### src/rtl/shift_ctrl_pkg.sv
// Shared types for the shift-register serializer: register mode codes and
// controller state encoding.
package shift_ctrl_pkg;

   typedef enum logic [1:0] {
      SR_CLEAR = 2'b00,
      SR_LOAD  = 2'b01,
      SR_SHL   = 2'b10,
      SR_SHR   = 2'b11
   } sr_mode_e;

   typedef enum logic [1:0] {
      IDLE,
      LOAD,
      SHIFT,
      DONE
   } ctrl_state_e;

endpackage

### src/rtl/shift_reg.sv
// Mode-controlled shift register: clear, parallel load, shift left or right.
// It has no hold code, so whoever drives mode_i owns it every cycle.
module shift_reg
   import shift_ctrl_pkg::*;
#(
   parameter int WIDTH = 8
) (
   input  logic             clk,
   input  logic [1:0]       mode_i,
   input  logic [WIDTH-1:0] data_i,
   output logic [WIDTH-1:0] q_o
);

   // Shifts always bring in zeros, so a fully shifted word leaves the register empty.
   always_ff @(posedge clk) begin
      case (sr_mode_e'(mode_i))
         SR_CLEAR: q_o <= '0;
         SR_LOAD:  q_o <= data_i;
         SR_SHL:   q_o <= {q_o[WIDTH-2:0], 1'b0};
         SR_SHR:   q_o <= {1'b0, q_o[WIDTH-1:1]};
         default:  q_o <= '0;
      endcase
   end

endmodule

### src/rtl/shift_serializer_top.sv
// Controller wired to the shift register it sequences; the register contents
// are exposed for observation.
module shift_serializer_top
   import shift_ctrl_pkg::*;
#(
   parameter int WIDTH = 8
) (
   input  logic             clk,
   input  logic             rst,
   input  logic             start,
   input  logic             dir,
   input  logic [WIDTH-1:0] data_in,
   input  logic             abort,
   output logic             ready,
   output logic             busy,
   output logic             serial_out,
   output logic             serial_valid,
   output logic             done,
   output logic [WIDTH-1:0] reg_q
);

   logic [1:0]       srMode;
   logic [WIDTH-1:0] srData;

   shift_serializer_ctrl #(.WIDTH(WIDTH)) u_ctrl (
      .clk          (clk),
      .rst          (rst),
      .start        (start),
      .dir          (dir),
      .data_in      (data_in),
      .abort        (abort),
      .sr_q         (reg_q),
      .sr_mode      (srMode),
      .sr_data      (srData),
      .ready        (ready),
      .busy         (busy),
      .serial_out   (serial_out),
      .serial_valid (serial_valid),
      .done         (done)
   );

   shift_reg #(.WIDTH(WIDTH)) u_reg (
      .clk    (clk),
      .mode_i (srMode),
      .data_i (srData),
      .q_o    (reg_q)
   );

endmodule

### src/rtl/shift_serializer_ctrl.sv
// Sequencer that loads a parallel word into the shift register and shifts it
// out one bit per cycle, MSB-first or LSB-first, with a valid strobe.
module shift_serializer_ctrl
   import shift_ctrl_pkg::*;
#(
   parameter int WIDTH = 8
) (
   input  logic             clk,
   input  logic             rst,
   input  logic             start,
   input  logic             dir,
   input  logic [WIDTH-1:0] data_in,
   input  logic             abort,
   input  logic [WIDTH-1:0] sr_q,
   output logic [1:0]       sr_mode,
   output logic [WIDTH-1:0] sr_data,
   output logic             ready,
   output logic             busy,
   output logic             serial_out,
   output logic             serial_valid,
   output logic             done
);

   localparam int CNT_W = $clog2(WIDTH + 1);

   ctrl_state_e      state_q;
   logic [WIDTH-1:0] word_q;
   logic             dir_q;
   logic [CNT_W-1:0] cnt_q;
   logic             sr_q_unused;

   // Only the end bit facing the shift direction is observed.
   assign sr_q_unused = ^sr_q;

   always_ff @(posedge clk) begin
      if (rst) begin
         state_q <= IDLE;
         word_q  <= '0;
         dir_q   <= 1'b0;
         cnt_q   <= '0;
      end else begin
         case (state_q)
            IDLE: begin
               if (start) begin
                  word_q  <= data_in;
                  dir_q   <= dir;
                  state_q <= LOAD;
               end
            end
            LOAD: begin
               cnt_q   <= '0;
               state_q <= abort ? IDLE : SHIFT;
            end
            SHIFT: begin
               if (abort) begin
                  state_q <= IDLE;
               end else begin
                  cnt_q <= cnt_q + 1'b1;
                  if (cnt_q == CNT_W'(WIDTH - 1)) begin
                     state_q <= DONE;
                  end
               end
            end
            DONE: begin
               state_q <= IDLE;
            end
            default: begin
               state_q <= IDLE;
            end
         endcase
      end
   end

   // Reset overrides the decode so the register clears on the same edge as the controller.
   always_comb begin
      sr_mode      = SR_CLEAR;
      sr_data      = '0;
      ready        = 1'b0;
      busy         = 1'b0;
      serial_out   = 1'b0;
      serial_valid = 1'b0;
      done         = 1'b0;
      if (!rst) begin
         case (state_q)
            IDLE: begin
               ready = 1'b1;
            end
            LOAD: begin
               sr_mode = SR_LOAD;
               sr_data = word_q;
               busy    = 1'b1;
            end
            SHIFT: begin
               sr_mode      = dir_q ? SR_SHR : SR_SHL;
               busy         = 1'b1;
               serial_valid = 1'b1;
               serial_out   = dir_q ? sr_q[0] : sr_q[WIDTH-1];
            end
            DONE: begin
               done = 1'b1;
            end
            default: begin
               sr_mode = SR_CLEAR;
            end
         endcase
      end
   end

endmodule

### config.mk
export PLATFORM = sky130hd
export DESIGN_NAME = shift_serializer_top
export DESIGN_NICKNAME = d
export VERILOG_FILES = /design/src/rtl/shift_ctrl_pkg.sv /design/src/rtl/shift_reg.sv /design/src/rtl/shift_serializer_top.sv /design/src/rtl/shift_serializer_ctrl.sv
export SDC_FILE = /design/constraint.sdc
export NUM_CORES = 1
export LEC_CHECK = 0
export CELL_PAD_IN_SITES_DETAIL_PLACEMENT = 0
export CELL_PAD_IN_SITES_GLOBAL_PLACEMENT = 1
export CORE_MARGIN = 4
export CORE_UTILIZATION = 45
export CTS_CLUSTER_DIAMETER = 30
export DETAILED_ROUTE_END_ITERATION = 10
export DONT_BUFFER_PORTS = 1
export PLACE_DENSITY_LB_ADDON = 0.1
export SLEW_MARGIN = 20
export SYNTH_ARGS = -nofsm -noshare
export SYNTH_HDL_FRONTEND = slang
export SYNTH_SLANG_ARGS = --single-unit
export TNS_END_PERCENT = 10
### constraint.sdc
create_clock -name clk -period 1.7 [get_ports clk]
set_input_delay 0.34 -clock clk [delete_from_list [all_inputs] [get_ports clk]]
set_output_delay 0.34 -clock clk [all_outputs]
set_load 0.1 [all_outputs]
==> run summary <==
Final Util -> 62.0%
Synthesized area -> 1170 µm²
Max Cap Violations -> 0
Wirelength per Cell -> 14.6 µm
Switching Power -> 352 µW
Delay of the slowest critical-path stage -> 370 ps
TritonCTS clock tree -> yes
Share of total power in the clock network -> 23.3%
Max frequency -> 602 MHz
Post-Syn Nets -> 159
Unrepaired setup endpoints after global routing -> yes
H-tree depth -> 1
Core area -> 2480 µm²
Dpl hpwl -> 2070 µm
Initial antenna violation count -> 0
Filler Cells Inserted -> 229
Sequential cell area -> 464 µm²
Crit path max-delay cell type -> dfxtp_2
WHS Endpoint -> u_ctrl.dir_q
Post-route DRC violation count -> 0
Reg2Reg Setup Slack -> 210 ps
Ys async rst share -> 0%
DIE WIDTH -> 59.1 µm
GR Overflow Total -> 0
Initial Util -> 47.4%
Netlist cell types -> 38
Final wirelength -> 2790 µm
Worst slew pin tran -> 333 ps
IO Port Bufs -> 0
Final setup violation count -> 0
Worst Hold Class -> primary input to flop
Min cycle time layout -> 1660 ps
Status -> finished, final reports clean
Final net count -> 182
Hold path start -> rst
Crit Reg-Reg Startpoint -> u_ctrl.state_q[0]
Slew Viols, Final -> 0
LEAKAGE -> 0.000599 µW
First-pass GRT wire length -> 4810 µm
Vias in the first global route -> 1,097
GP Congestion -> 0.838
GRT Total Usage -> 17.7%
Yosys warns -> 0
DR vias/cell -> 5.67
Sequential area share after synthesis -> 39.2%
Rel. slew slack -> 77.6%
Clock root buffer -> clkbuf_4
Ant diodes -> 0
Worst VDD drop -> 0.597 mV
CP Max Fanout -> 4
R2r endpoint -> u_reg.q_o[6]
Sink Count -> 23
Internal cell power -> 758 µW
Layout cells sized above 1 -> 28.6%
Count of state elements after synthesis -> 23
Vias -> 1,083
Avg Cell Area, Syn -> 8.45 µm²
Period utilisation layout -> 97.7%
Clk Latency, worst-skew pair -> 310 ps
Fin. Hold Viols -> 0
Worst Hold Depth -> 1
Pin count of the biggest net entering global routing -> 23
Most frequent cells in the layout -> dfxtp_1, buf_4, a21oi_1
CTS Hold Bufs -> 0
Setup CP Type -> flop to output port
Net switching fraction of the power -> 31.7%
Row count -> 18
Reg clk slew, reported paths -> 140 ps
Worst R2R Path Depth -> 5
DR iter-0 viols -> 27
Post-synthesis cell count -> 139
Multi-input combinational cell area -> 726 µm²
Startpoint types -> flop
Die area -> 3490 µm²
CTS buffer count -> 3
Post-synth EDFFs -> 0
DR pass1 iterations -> 4
PwrDens -> 723 nW/µm²
Syn-to-layout area delta -> 30.7%
Setup TNS -> 0 ps
IO Count -> 26
Post-route ant nets -> 0
Die Y-Extent -> 59.1 µm
Most common cell after layout, fill and taps aside -> dfxtp_1
Crit path arrival time -> 1320 ps
CP Data Required Time -> 1360 ps
Crit end category -> output port
Comb power frac -> 24.5%
Clock skew -> 10.5 ps
CP cell instances -> inv_2 -> ha_4 -> nand2b_4 -> clkinv_2 -> buf_12
Top FF cell, synth -> dfxtp_1
CTS max path bufs -> 2
Register share of total power -> 52.2%
worst max-delay path by stage:
stage | from | end | cells after the start
detailed placement | u_ctrl.state_q[1] | busy | 5
floorplan | u_ctrl.state_q[0] | ready | 4
global placement | u_ctrl.state_q[1] | busy | 5
global route | u_ctrl.state_q[1] | busy | 5
finish | u_ctrl.state_q[1] | busy | 5
CTS | u_ctrl.state_q[1] | busy | 5
power groups by stage:
stage	combinational, µW	clock (µW)	sequential (µW)
after floorplan	167	0	596
after global placement	235	0	587
final	272	258	579
after detailed placement	239	0	588
after global routing	294	278	582
after CTS	257	263	578
sequential cells by signal (all words and copies together) (netlist names):
register	cells
u_ctrl.dir_q	1
u_ctrl.cnt_q	4
u_reg.q_o	8
u_ctrl.state_q	2
u_ctrl.word_q	8
what timing repair did:
action / in CTS / in global routing
pin swaps: 0 / 2
buffers inserted: 4 / 1
gates resized for setup: 11 / 7
endpoints found under the setup margin: 4 / 4
synth_stat cells, types with 3 or more instances:
library cell,instances,share of area [%]
dfxtp_1,23,39
o21ai_0,3,1.3
ha_1,7,7.5
inv_1,3,0.96
nand3_1,13,5.5
o21ai_1,4,1.7
a21oi_1,16,6.8
nor2b_1,4,2.1
nand2b_1,3,1.6
a32oi_1,5,3.7
nand4_1,3,1.6
nand2_1,16,5.1
nor2_1,6,1.9
critical path, delay by kind of cell (launching register included):
family	cells	cell delay [ps]
fa+ha+maj	1	290
flops	1	370
simple gates	1	60
buf+inv	3	310
per-stage QoR:
step	instance area, µm²	cells	setup WS (ps)	total power (µW)	hold WS (ps)
after global routing	1540	191	-7.99	1150	65.2
after detailed placement	1400	182	150	827	415
after global placement	1400	182	196	822	413
after CTS	1500	190	-55.6	1100	76.1
after floorplan	1190	139	-395	763	425
final	1540	191	39.8	1110	74.6
kinds of logic (layout without fill, tap and decap cells):
| logic type | after synthesis | after routing | synth area share [%] |
|---|---|---|---|
| and+or+nand+nor | 57 | 57 | 25.9 |
| AOI/OAI and AO/OA | 37 | 37 | 19.5 |
| DFF | 23 | 23 | 39.2 |
| buffers and inverters | 12 | 34 | 5.32 |
| adders and majority gates | 7 | 7 | 7.45 |
| muxes | 3 | 3 | 2.66 |
metal layers:
layer	vias up	routed length (µm)	global-route usage [%]
met5	-	0	0
met3	4	107	4.14
li1	548	-	-
met4	0	23	3.88
met1	506	1340	23.3
met2	25	1320	29.2
cell type report:
class,instances,area share [%]
Tap cell,30,2.44
Sequential cell,23,30.2
Clock buffer,3,1.47
Timing Repair Buffer,25,16.8
Clock inverter,1,0.326
Inverter,5,1.47
Multi-Input combinational cell,104,47.3
Power figures use the tool's default switching activity.
